File: src/rtl/pe_os_if.sv
// Operand, control and drain-chain bundle for one output-stationary PE.
// slave faces the PE; master faces whatever drives its inputs.
interface pe_os_if #(
  parameter int DW    = 16,
  parameter int ACC_W = 40,
  parameter int CW    = 8
);
  logic             top_valid_i;
  logic [CW-1:0]    top_cnt_i;
  logic [DW-1:0]    top_data_i;
  logic             left_valid_i;
  logic [CW-1:0]    left_cnt_i;
  logic             left_type_i;
  logic             left_precision_i;
  logic [DW-1:0]    left_data_i;
  logic             cap_i;
  logic             shift_i;
  logic             top_res_valid_i;
  logic [ACC_W-1:0] top_res_i;
  logic             bot_valid_o;
  logic [CW-1:0]    bot_cnt_o;
  logic [DW-1:0]    bot_data_o;
  logic             right_valid_o;
  logic [CW-1:0]    right_cnt_o;
  logic             right_type_o;
  logic             right_precision_o;
  logic [DW-1:0]    right_data_o;
  logic             bot_res_valid_o;
  logic [ACC_W-1:0] bot_res_o;
  logic             err_o;

  modport slave (
    input  top_valid_i, top_cnt_i, top_data_i,
    input  left_valid_i, left_cnt_i, left_type_i, left_precision_i, left_data_i,
    input  cap_i, shift_i, top_res_valid_i, top_res_i,
    output bot_valid_o, bot_cnt_o, bot_data_o,
    output right_valid_o, right_cnt_o, right_type_o, right_precision_o, right_data_o,
    output bot_res_valid_o, bot_res_o, err_o
  );

  modport master (
    output top_valid_i, top_cnt_i, top_data_i,
    output left_valid_i, left_cnt_i, left_type_i, left_precision_i, left_data_i,
    output cap_i, shift_i, top_res_valid_i, top_res_i,
    input  bot_valid_o, bot_cnt_o, bot_data_o,
    input  right_valid_o, right_cnt_o, right_type_o, right_precision_o, right_data_o,
    input  bot_res_valid_o, bot_res_o, err_o
  );
endinterface

File: src/rtl/pe_os.sv
// Output-stationary systolic PE: registered A/B forwarding, packed-precision MAC
// into a wide wrapping accumulator, C preload, and a column result drain chain.
module pe_os #(
  parameter int X     = 0,
  parameter int Y     = 0,
  parameter int DW    = 16,
  parameter int ACC_W = 40,
  parameter int CW    = 8
) (
  input  logic     clk,
  input  logic     rst_n,
  pe_os_if.slave   bus
);
  localparam int H = DW / 2;

  typedef logic signed [ACC_W-1:0] acc_t;

  if ((DW % 2) != 0 || ACC_W < 2 * DW + 1 || X < 0 || Y < 0) begin : g_bad_params
    $error("pe_os: illegal parameter combination");
  end

  // Packed mode sums two half-width signed lane products; lane products fit easily in ACC_W.
  function automatic acc_t mac_product(input logic [DW-1:0] a, input logic [DW-1:0] b,
                                       input logic prec);
    acc_t p_full;
    acc_t p_hi;
    acc_t p_lo;
    p_full = acc_t'($signed(a)) * acc_t'($signed(b));
    p_hi   = acc_t'($signed(a[DW-1:H])) * acc_t'($signed(b[DW-1:H]));
    p_lo   = acc_t'($signed(a[H-1:0])) * acc_t'($signed(b[H-1:0]));
    return prec ? (p_hi + p_lo) : p_full;
  endfunction

  logic          w_mac_fire;
  logic          w_pre_fire;
  logic          w_cnt_zero;
  acc_t          w_prod;

  logic          r_right_valid_p1;
  logic [CW-1:0] r_right_cnt_p1;
  logic          r_right_type_p1;
  logic          r_right_prec_p1;
  logic [DW-1:0] r_right_data_p1;
  logic          r_bot_valid_p1;
  logic [CW-1:0] r_bot_cnt_p1;
  logic [DW-1:0] r_bot_data_p1;

  acc_t          r_acc;
  acc_t          r_res;
  logic          r_res_vld;
  acc_t          r_bot_res;
  logic          r_bot_res_vld;
  logic          r_err;

  assign w_mac_fire = bus.top_valid_i & bus.left_valid_i & ~bus.left_type_i;
  assign w_pre_fire = bus.left_valid_i & bus.left_type_i;
  assign w_cnt_zero = (bus.left_cnt_i == '0);
  assign w_prod     = mac_product(bus.left_data_i, bus.top_data_i, bus.left_precision_i);

  // Stage p1: one-cycle forwarding of A/C words right and B words down
  always_ff @(posedge clk or negedge rst_n) begin
    if (!rst_n) begin
      r_right_valid_p1 <= 1'b0;
      r_right_cnt_p1   <= '0;
      r_right_type_p1  <= 1'b0;
      r_right_prec_p1  <= 1'b0;
      r_right_data_p1  <= '0;
      r_bot_valid_p1   <= 1'b0;
      r_bot_cnt_p1     <= '0;
      r_bot_data_p1    <= '0;
    end else begin
      r_right_valid_p1 <= bus.left_valid_i;
      r_right_cnt_p1   <= bus.left_cnt_i;
      r_right_type_p1  <= bus.left_type_i;
      r_right_prec_p1  <= bus.left_precision_i;
      r_right_data_p1  <= bus.left_data_i;
      r_bot_valid_p1   <= bus.top_valid_i;
      r_bot_cnt_p1     <= bus.top_cnt_i;
      r_bot_data_p1    <= bus.top_data_i;
    end
  end

  // Stage acc: preload beats a tile start, which beats a plain accumulate
  always_ff @(posedge clk or negedge rst_n) begin
    if (!rst_n) begin
      r_acc <= '0;
    end else if (w_pre_fire) begin
      r_acc <= acc_t'($signed(bus.left_data_i));
    end else if (w_mac_fire && w_cnt_zero) begin
      r_acc <= w_prod;
    end else if (w_mac_fire) begin
      r_acc <= r_acc + w_prod;
    end
  end

  // Stage drain: capture takes the pre-update accumulator and blocks this PE's shift
  always_ff @(posedge clk or negedge rst_n) begin
    if (!rst_n) begin
      r_res         <= '0;
      r_res_vld     <= 1'b0;
      r_bot_res     <= '0;
      r_bot_res_vld <= 1'b0;
    end else if (bus.cap_i) begin
      r_res         <= r_acc;
      r_res_vld     <= 1'b1;
      r_bot_res_vld <= 1'b0;
    end else if (bus.shift_i) begin
      r_bot_res     <= r_res;
      r_bot_res_vld <= r_res_vld;
      r_res         <= bus.top_res_i;
      r_res_vld     <= bus.top_res_valid_i;
    end else begin
      r_bot_res_vld <= 1'b0;
    end
  end

  always_ff @(posedge clk or negedge rst_n) begin
    if (!rst_n) begin
      r_err <= 1'b0;
    end else if (w_mac_fire && (bus.top_cnt_i != bus.left_cnt_i)) begin
      r_err <= 1'b1;
    end
  end

  assign bus.right_valid_o     = r_right_valid_p1;
  assign bus.right_cnt_o       = r_right_cnt_p1;
  assign bus.right_type_o      = r_right_type_p1;
  assign bus.right_precision_o = r_right_prec_p1;
  assign bus.right_data_o      = r_right_data_p1;
  assign bus.bot_valid_o       = r_bot_valid_p1;
  assign bus.bot_cnt_o         = r_bot_cnt_p1;
  assign bus.bot_data_o        = r_bot_data_p1;
  assign bus.bot_res_valid_o   = r_bot_res_vld;
  assign bus.bot_res_o         = r_bot_res;
  assign bus.err_o             = r_err;
endmodule

File: src/flat_wrapper.sv
// flat-port wrapper written by rule: the top's interface ports become plain ports
module pe_os_flat 
#(
  parameter int X     = 0,
  parameter int Y     = 0,
  parameter int DW    = 16,
  parameter int ACC_W = 40,
  parameter int CW    = 8
)
  (clk, rst_n, bus_top_valid_i, bus_top_cnt_i, bus_top_data_i, bus_left_valid_i, bus_left_cnt_i, bus_left_type_i, bus_left_precision_i, bus_left_data_i, bus_cap_i, bus_shift_i, bus_top_res_valid_i, bus_top_res_i, bus_bot_valid_o, bus_bot_cnt_o, bus_bot_data_o, bus_right_valid_o, bus_right_cnt_o, bus_right_type_o, bus_right_precision_o, bus_right_data_o, bus_bot_res_valid_o, bus_bot_res_o, bus_err_o);
  pe_os_if #(.DW(DW), .ACC_W(ACC_W), .CW(CW)) bus_i ();
  input  logic clk;
  input  logic rst_n;
  input wire logic [$bits(bus_i.top_valid_i)-1:0] bus_top_valid_i;
  input wire logic [$bits(bus_i.top_cnt_i)-1:0] bus_top_cnt_i;
  input wire logic [$bits(bus_i.top_data_i)-1:0] bus_top_data_i;
  input wire logic [$bits(bus_i.left_valid_i)-1:0] bus_left_valid_i;
  input wire logic [$bits(bus_i.left_cnt_i)-1:0] bus_left_cnt_i;
  input wire logic [$bits(bus_i.left_type_i)-1:0] bus_left_type_i;
  input wire logic [$bits(bus_i.left_precision_i)-1:0] bus_left_precision_i;
  input wire logic [$bits(bus_i.left_data_i)-1:0] bus_left_data_i;
  input wire logic [$bits(bus_i.cap_i)-1:0] bus_cap_i;
  input wire logic [$bits(bus_i.shift_i)-1:0] bus_shift_i;
  input wire logic [$bits(bus_i.top_res_valid_i)-1:0] bus_top_res_valid_i;
  input wire logic [$bits(bus_i.top_res_i)-1:0] bus_top_res_i;
  output wire logic [$bits(bus_i.bot_valid_o)-1:0] bus_bot_valid_o;
  output wire logic [$bits(bus_i.bot_cnt_o)-1:0] bus_bot_cnt_o;
  output wire logic [$bits(bus_i.bot_data_o)-1:0] bus_bot_data_o;
  output wire logic [$bits(bus_i.right_valid_o)-1:0] bus_right_valid_o;
  output wire logic [$bits(bus_i.right_cnt_o)-1:0] bus_right_cnt_o;
  output wire logic [$bits(bus_i.right_type_o)-1:0] bus_right_type_o;
  output wire logic [$bits(bus_i.right_precision_o)-1:0] bus_right_precision_o;
  output wire logic [$bits(bus_i.right_data_o)-1:0] bus_right_data_o;
  output wire logic [$bits(bus_i.bot_res_valid_o)-1:0] bus_bot_res_valid_o;
  output wire logic [$bits(bus_i.bot_res_o)-1:0] bus_bot_res_o;
  output wire logic [$bits(bus_i.err_o)-1:0] bus_err_o;
  assign bus_i.top_valid_i = bus_top_valid_i;
  assign bus_i.top_cnt_i = bus_top_cnt_i;
  assign bus_i.top_data_i = bus_top_data_i;
  assign bus_i.left_valid_i = bus_left_valid_i;
  assign bus_i.left_cnt_i = bus_left_cnt_i;
  assign bus_i.left_type_i = bus_left_type_i;
  assign bus_i.left_precision_i = bus_left_precision_i;
  assign bus_i.left_data_i = bus_left_data_i;
  assign bus_i.cap_i = bus_cap_i;
  assign bus_i.shift_i = bus_shift_i;
  assign bus_i.top_res_valid_i = bus_top_res_valid_i;
  assign bus_i.top_res_i = bus_top_res_i;
  assign bus_bot_valid_o = bus_i.bot_valid_o;
  assign bus_bot_cnt_o = bus_i.bot_cnt_o;
  assign bus_bot_data_o = bus_i.bot_data_o;
  assign bus_right_valid_o = bus_i.right_valid_o;
  assign bus_right_cnt_o = bus_i.right_cnt_o;
  assign bus_right_type_o = bus_i.right_type_o;
  assign bus_right_precision_o = bus_i.right_precision_o;
  assign bus_right_data_o = bus_i.right_data_o;
  assign bus_bot_res_valid_o = bus_i.bot_res_valid_o;
  assign bus_bot_res_o = bus_i.bot_res_o;
  assign bus_err_o = bus_i.err_o;
  pe_os #(.X(X), .Y(Y), .DW(DW), .ACC_W(ACC_W), .CW(CW)) u_core (.clk(clk), .rst_n(rst_n), .bus(bus_i));
endmodule
File: config.mk
export PLATFORM = sky130hd
export DESIGN_NAME = pe_os_flat
export DESIGN_NICKNAME = d
export VERILOG_FILES = /design/src/rtl/pe_os_if.sv /design/src/rtl/pe_os.sv /design/src/flat_wrapper.sv
export SDC_FILE = /design/constraint.sdc
export NUM_CORES = 1
export LEC_CHECK = 0
export CELL_PAD_IN_SITES_DETAIL_PLACEMENT = 0
export CELL_PAD_IN_SITES_GLOBAL_PLACEMENT = 2
export CORE_MARGIN = 10
export CORE_UTILIZATION = 35
export DETAILED_ROUTE_END_ITERATION = 12
export PLACE_DENSITY_LB_ADDON = 0.1
export SYNTH_ARGS = -nofsm -noshare
export SYNTH_HDL_FRONTEND = slang
export SYNTH_SLANG_ARGS = --single-unit
export TNS_END_PERCENT = 10
File: constraint.sdc
create_clock -name clk -period 3.3 [get_ports clk]
set_input_delay 0.495 -clock clk [delete_from_list [all_inputs] [get_ports clk]]
set_output_delay 0.495 -clock clk [all_outputs]
set_load 0.005 [all_outputs]
==> results.md, run 1 <==
- The count of hold-fix buffers inserted at cts is 0.
- Dividing the detail-routed via count by the number of cells gives 4.734.
- Based on the critical path, the design can be clocked at up to 125.3 MHz.
- The number of cells traversed by the worst register-to-register path is 14.
- The via count of the first global-routing pass was 21,230.
- The total clock sinks is 175.
- The reg-to-reg setup timing slack is 0.08 ns.
- The first global-routing pass estimated 125,900 microns of wire.
- The clock latency at the later pin of the worst-skew pair is 0.49 ns.
- The final setup violation count is 38.
- Counting stages on the worst path, the most repeated cell is a21oi_2.
- The fraction of registers with async set or reset after synthesis is 1.000.
- The largest single stage delay on the critical path is 0.53 ns.
- The share of the Yosys chip area taken by registers is 0.1865.
- Input and output buffers added on the ports amount to 190.
- The number of maximum-capacitance violations is 0.
- The buffer depth of the longest clock path is 2.
- The placed instances occupy a cell area of 30,400 sq um.
- The share of final-layout standard cells stronger than drive strength 1 is 0.3101.
- The die covers 77,840 sq um.
- The TritonCTS clock tree is yes.
- The row count is 94.
- OpenSTA, run right after detailed placement, puts the worst setup slack at -6.055 ns.
- In this run the mean area of a mapped cell was 9.365 sq um.
- The pin count of the biggest net entering global routing is 81.
- Setup repair after global routing could not meet its margin everywhere.
- The initial antenna violation count is 3.
- Summing all non-filler instances in the final layout gives an area of 33,240 sq um.
- Leaving out fill and tap cells, the most frequent cells in the layout are 527 x buf_4, 477 x inv_1, 331 x fa_1.
- The final design utilization is 0.5029.
- The H-tree depth reported by CTS is 4.
- Dividing the final minimum period by the clock period gives 2.419.
- In the global route stage, overall resource usage came out at 0.2092.
- The synthesized design contains 0 enable-type register cells.
- The total via count after detailed routing is 19,470.
- In this run the worst path has a maximum fanout of 5.
- The normalized max-slew margin is 0.2960.
- The number of clock buffers added by TritonCTS is 17.
- Leaving out fill and tap cells, the most frequent cell in the layout is buf_4.
- The number of filler instances in the final layout is 6,151.
- The worst setup path is launched from an input port.
- STA classifies the critical path endpoint as a flip-flop.
- The run finished, with violations left.
- The most used flip-flop cell after synthesis is dfrtp_1.
- Summed over all nets, the half-perimeter wirelength after detailed placement is 64,800 microns.
- In this run the cell area of the synthesized design comes to 23,480 sq um.
- The routability congestion estimate from global placement is 0.8846.
- In the routed design, unresolved DRC markers number 0.
- After clock tree synthesis, the clock-pin slew on the worst setup and hold paths is 0.09 ns.
- In this run the remaining antenna-violating nets after routing total 0.
- The number of ports placed on the die boundary is 191.
- For the worst setup path, the data required time is 3.67 ns.
- The number of optimization iterations in the first detailed-route pass is 5.
- The number of pins exceeding their max-slew limit in the final report was 0.
- Counting every net in the synthesized netlist gives 3,155.
- The initial cell density of the core is 0.3552.
- The cell at the root of the clock tree is clkbuf_16.
- Summed over all layers, the global routing overflow is 0.
- During synthesis, Yosys emitted a total of 0 warnings.
- The die is 279 microns wide.
- The cell with the largest stage delay on the worst path is fa_1.
- For the pin with the worst max-slew slack, the measured transition is 1.052 ns.
- The shortest period the worst path allows is 7.982 ns.
- In this run, synthesis produced a sequential element count of 175.
- The hold violation count in the final report is 0.
- Across the routed clock network, the largest skew measured is 0.01166 ns.
- The count of unique library cells instantiated by Yosys is 71.
- The area of all sequential standard cells is 4379 sq um.
- The routed wire length is 80,770 microns.
- In this run the vertical extent of the chip is 279 microns.
- The critical path is of the input port to flip-flop type.
- The critical path arrival is 8.35 ns.
- The minimum setup slack in the final design is -4.682 ns.
- The number of DRC markers in iteration 0 is 915.
- In the final routed layout, each cell accounts on average for 19.64 microns.
- The class of the tightest hold or removal check is input port to async pin.
- The sum of negative setup slack is -134.11 ns.
- The area occupied by multi-input gates is 18,150 sq um.
- The net count of the finished layout is 3,882.
- The synthesis-to-layout area growth is 41.59%.
- The area of the placeable core is 66,100 sq um.
- Synthesis produced 2,507 cells.
- The final reports fail on setup timing.
state kept, by name (all words and copies together), names as in the netlist:
register and cells:
u_core.bus.bot_res_o 40, u_core.r_acc 40, u_core.r_res 40, u_core.bus.bot_data_o 16
u_core.bus.right_data_o 16, u_core.bus.bot_cnt_o 8, u_core.bus.right_cnt_o 8, u_core.bus.bot_res_valid_o 1
u_core.bus.bot_valid_o 1, u_core.bus.err_o 1, u_core.bus.right_precision_o 1, u_core.bus.right_type_o 1
u_core.bus.right_valid_o 1, u_core.r_res_vld 1
critical path: cells and delay by family:
kind / cells / cell delay [ns]
AO/OA/AOI/OAI: 18 / 3.22
adder cells (fa/ha/maj): 8 / 3.12
AND/OR/NAND/NOR: 7 / 0.84
buffers and inverters: 4 / 0.35
XOR/XNOR: 2 / 0.35
repair_timing:
item / CTS / global route
resized for setup: 354 / 138
setup endpoints to repair: 38 / 38
gates cloned: 7 / 4
pin swaps: 155 / 107
endpoints found under the hold margin: 0 / 0
setup buffers: 56 / 24
per-stage QoR:
| stage | cells | hold slack [ns] |
|---|---|---|
| finish | 4113 | 0.02616 |
| global route | 4112 | 0.06244 |
| CTS | 4088 | 0.04740 |
| detailed placement | 3994 | 0.4599 |
| global placement | 3994 | 0.4551 |
| floorplan | 2507 | 0.1994 |
cells by family (layout without fill, tap and decap cells):
| kind of cell | count (synthesis) | in the layout | share of synthesized area |
|---|---|---|---|
| compound gates | 415 | 415 | 0.1140 |
| xor+xnor | 121 | 121 | 0.04514 |
| fa+ha+maj | 551 | 551 | 0.4068 |
| buf+inv | 601 | 1341 | 0.09619 |
| flops | 175 | 175 | 0.1865 |
| mux | 85 | 85 | 0.03848 |
| other cells | 0 | 2 | 0 |
| simple gates | 559 | 559 | 0.1129 |
metal layers:
layer | routed length (microns) | vias to the layer above | track usage
li1 | - | 9365 | -
met1 | 38610 | 9786 | 0.2909
met2 | 38150 | 267 | 0.3495
met3 | 2847 | 51 | 0.02252
met4 | 1153 | 0 | 0.03930
met5 | 0 | - | 0
path summary, 6_finish.rpt:
| kind | start | end |
|---|---|---|
| setup reg to reg | u_core.r_acc[0]$_DFFE_PN0P_ | u_core.r_acc[36]$_DFFE_PN0P_ |
| setup / recovery | bus_top_data_i[3] | u_core.r_acc[39]$_DFFE_PN0P_ |
| hold reg to reg | u_core.bus.err_o$_DFFE_PN0P_ | u_core.bus.err_o$_DFFE_PN0P_ |
| min in group clk | bus_cap_i | u_core.r_res_vld$_DFFE_PN0P_ |
| hold / removal | rst_n | u_core.bus.bot_res_o[34]$_DFFE_PN0P_ |
| max in group asynchronous | rst_n | u_core.bus.right_data_o[10]$_DFF_PN0_ |
area by class of cell:
type | instances | area share
Antenna cell | 2 | 0.0001506
Clock buffer | 18 | 0.01321
Clock inverter | 14 | 0.006436
Inverter | 517 | 0.05845
Multi-Input combinational cell | 1731 | 0.5461
Sequential cell | 175 | 0.1317
Tap cell | 864 | 0.03252
Timing Repair Buffer | 792 | 0.2114
cells in the mapped netlist, types with 5 or more instances:
cell | count | area, sq um
nor2_1 | 100 | 375.4
nor2b_1 | 13 | 81.33
a21oi_1 | 110 | 550.5
clkbuf_1 | 72 | 270.3
nor3_1 | 13 | 65.06
a211oi_1 | 8 | 60.06
buf_1 | 10 | 37.54
a221o_1 | 8 | 80.08
a21oi_2 | 5 | 43.79
ha_1 | 197 | 2465
inv_1 | 515 | 1933
and3_1 | 5 | 31.28
xor2_1 | 27 | 236.5
dfrtp_1 | 175 | 4379
nand2b_1 | 21 | 131.4
o21bai_1 | 23 | 172.7
o21ai_0 | 112 | 560.5
mux2i_1 | 43 | 430.4
nand3_1 | 35 | 175.2
a31oi_1 | 12 | 75.07
fa_1 | 354 | 7087
o211ai_1 | 8 | 60.06
nor4_1 | 5 | 31.28
mux2_2 | 42 | 473.0
nand2_1 | 230 | 863.3
o21ai_1 | 7 | 35.03
and2_1 | 122 | 763.2
nand4_1 | 6 | 37.54
xnor2_1 | 94 | 823.3
a21o_1 | 44 | 330.3
o21a_1 | 20 | 150.1
a22oi_1 | 15 | 112.6
Power of run 1 is left out: the tool's default activity adds up to more than one toggle a clock period on the data nets, which glitch-free logic cannot reach.
==> run 2: changes to the inputs <==
- REMOVE_ABC_BUFFERS: unset -> 1
==> run 2 against run 1 <==
Net effect: the flow still finishes with violations (setup timing); global-route usage down 1.0 points; first-iteration DRC count down 13%; critical path depth down 2; non-clock buffer count down 35; highest routed layer unchanged; largest cell class unchanged; worst hold slack better by 0.0085 ns; register-to-register slack worse by 0.02 ns; setup slack worse by 0.10 ns; flip-flop and latch count unchanged; sequential share of layout area up 0.38 points; die area unchanged.
==> results.md, run 2 (synthesis results as in run 1) <==
- The number of optimization iterations in the first detailed-route pass was 5 (unchanged).
- The number of maximum-capacitance violations came to 0 (unchanged).
- The total track usage is 0.1991 (was 0.2092).
- The fraction of the cycle the final worst path needs is 2.450 (was 2.419).
- The worst reg2reg path endpoint is u_core.r_acc[16]$_DFFE_PN0P_ (was u_core.r_acc[36]$_DFFE_PN0P_).
- The initial antenna violation count is 3 (unchanged).
- The pin count of the biggest net entering global routing is 83 (was 81).
- The class of the tightest hold or removal check is input port to async pin (unchanged).
- The share of final-layout standard cells stronger than drive strength 1 is 0.2802 (was 0.3101).
- The routed length per placed instance is 18.69 microns (was 19.64 microns).
- The net count of the finished layout is 3,847 (was 3,882).
- The clock slew seen by the registers of the worst setup and hold paths is 0.09 ns (about the same).
- The clock latency at the later pin of the worst-skew pair is 0.50 ns (was 0.49 ns).
- The initial cell density of the core came to 0.3552 (unchanged).
- The normalized max-slew margin was 0.2592 (was 0.2960).
- The die width was 279 microns (unchanged).
- The via density per instance was 4.782 (was 4.734).
- The number of cells traversed by the worst register-to-register path is 14 (unchanged).
- The worst reg2reg path startpoint is u_core.r_acc[0]$_DFFE_PN0P_ (unchanged).
- The type of element capturing the critical path is a flip-flop (unchanged).
- The buffer depth of the longest clock path is 2 (unchanged).
- The TritonCTS clock tree was yes (unchanged).
- The worst setup skew after layout came to 0.02524 ns (was 0.01166 ns).
- The routability congestion estimate from global placement is 0.9106 (was 0.8846).
- The total routed wire length on the met1 layer came to 33,620 microns (was 38,610 microns).
- The final global-route overflow total is 0 (unchanged).
- The critical path start-end classification was input port to flip-flop (unchanged).
- The vertical extent of the die is 279 microns (unchanged).
- The number of DRC markers in iteration 0 is 798 (was 915).
- The most frequent standard cell in the layout excluding fill and tap cells is buf_4 (unchanged).
- The routed wire length is 76,210 microns (was 80,770 microns).
- The number of filler instances in the final layout came to 6,291 (was 6,151).
- The worst setup timing slack at the placement stage came to -6.203 ns (was -6.055 ns).
- The H-tree depth reported by CTS is 4 (unchanged).
- The minimum setup slack in the final design was -4.784 ns (was -4.682 ns).
- The largest incremental delay on the critical path came to 0.53 ns (about the same).
- The antenna violation net count after detailed routing is 0 (unchanged).
- The length of routed met2 wiring came to 39,520 microns (was 38,150 microns).
- The wire length of the first global-routing pass is 120,900 microns (was 125,900 microns).
- The DRC violations left is 0 (unchanged).
- The overall die area is 77,840 sq um (unchanged).
- The area of all sequential standard cells is 4379 sq um (unchanged).
- The top achievable clock speed is 123.7 MHz (was 125.3 MHz).
- The total clock sinks is 175 (unchanged).
- The highest metal layer with signal wires is met4 (unchanged).
- The CTS buffer count came to 17 (unchanged).
- The number of ports placed on the die boundary came to 191 (unchanged).
- The family with the most delay on the worst path is adder cells (was compound AO/OA/AOI/OAI gates).
- The maximum fanout along the worst path is 12 (was 5).
- The reg-to-reg setup timing slack is 0.06 ns (was 0.08 ns).
- The final setup violation count is 37 (was 38).
- The area occupied by multi-input gates came to 17,940 sq um (was 18,150 sq um).
- The cell seen most often among critical-path stages is fa_1 (was a21oi_2).
- The slew of the pin with the lowest slew margin came to 1.107 ns (was 1.052 ns).
- Outcome: complete, but fails checks (unchanged).
- The hold violation count in the final report is 0 (unchanged).
- Unrepaired setup endpoints after global routing: true (unchanged).
- The via count of the first global-routing pass was 21,260 (was 21,230).
- The data required time of the critical path is 3.68 ns (was 3.67 ns).
- The placed wire-length estimate came to 63,760 microns (was 64,800 microns).
- The area of the placeable core was 66,100 sq um (unchanged).
- The critical path arrival is 8.46 ns (was 8.35 ns).
- The row count is 94 (unchanged).
- The cell at the root of the clock tree is clkbuf_16 (unchanged).
- The total via count after detailed routing is 19,500 (was 19,470).
- Violated checks: setup timing (unchanged).
- The number of port buffers came to 190 (unchanged).
- The met3 routed wirelength came to 1975 microns (was 2847 microns).
- Commonest non-fill, non-tap cells in the layout: 523 x buf_4, 495 x inv_1, 341 x fa_1 (was 527 x buf_4, 477 x inv_1, 331 x fa_1).
- The shortest period the worst path allows is 8.084 ns (was 7.982 ns).
- The count of hold-fix buffers inserted at cts is 0 (unchanged).
- The number of pins exceeding their max-slew limit in the final report is 0 (unchanged).
- The kind of start point of the critical path was an input port (unchanged).
- The buffer and inverter count on the worst path is 10 (was 4).
- The cell with the largest stage delay on the worst path was fa_1 (unchanged).
- The synthesis-to-layout area growth came to 37.58% (was 41.59%).
==> run 2: cell types whose count changed in the layout (fill, tap and decap cells not counted), moves of 10 or more <==
cell     delta
and2_1     +15
and2_4     -15
buf_12     -15
fa_1       +10
fa_2       -10
inv_1      +18
inv_2      -17
nand2_1    +19
nand2_2    -13
==> run 2: metrics by stage <==
step                      TNS [ns]    util  cells  area, sq um  hold slack (ns)
after CTS                  -142.63  0.4833   4074        31950          0.04553
final                      -137.05  0.4887   4077        32300          0.03468
after detailed placement   -186.41  0.4552   3991        30090           0.4581
after floorplan            -132.02       -   2423        23160           0.1994
after global routing       -149.55  0.4887   4076        32300          0.08242
after global placement     -184.38  0.4552   3991        30090           0.4542
==> run 2: layer usage <==
metal | up-vias | track usage
met5 | - | 0
met3 | 49 | 0.02102
met4 | 0 | 0.04473
met2 | 248 | 0.3551
li1 | 9306 | -
met1 | 9893 | 0.2560
==> run 2: worst max path at each step <==
stage,startpoint,endpoint,cells past startpoint,slack [ns]
6_report,bus_left_data_i[15],u_core.r_acc[39]$_DFFE_PN0P_,37,-4.78
5_1_grt,bus_top_data_i[11],u_core.r_acc[36]$_DFFE_PN0P_,43,-5.14
4_1_cts,bus_left_data_i[8],u_core.r_acc[28]$_DFFE_PN0P_,41,-4.86
3_5_place_dp,bus_top_data_i[9],u_core.r_acc[39]$_DFFE_PN0P_,42,-6.20
3_3_place_gp,bus_top_data_i[9],u_core.r_acc[39]$_DFFE_PN0P_,43,-6.10
2_1_floorplan,bus_top_data_i[7],u_core.r_acc[39]$_DFFE_PN0P_,40,-4.94
==> run 2: what timing repair did <==
item                                    CTS  global route
gates cloned                              0             0
pin swaps                               110            67
buffers inserted                         52             8
gates resized for setup                 300           124
endpoints found under the setup margin   38            38
==> run 2: area by class of cell <==
type                            instances  share of cell area
Inverter                              517             0.06008
Sequential cell                       175              0.1356
Tap cell                              864             0.03347
Clock inverter                         14            0.005268
Clock buffer                           18             0.01360
Timing Repair Buffer                  757              0.1967
Multi-Input combinational cell       1731              0.5553
Antenna cell                            1          0.00007747
Power of run 2 is left out for the same reason.
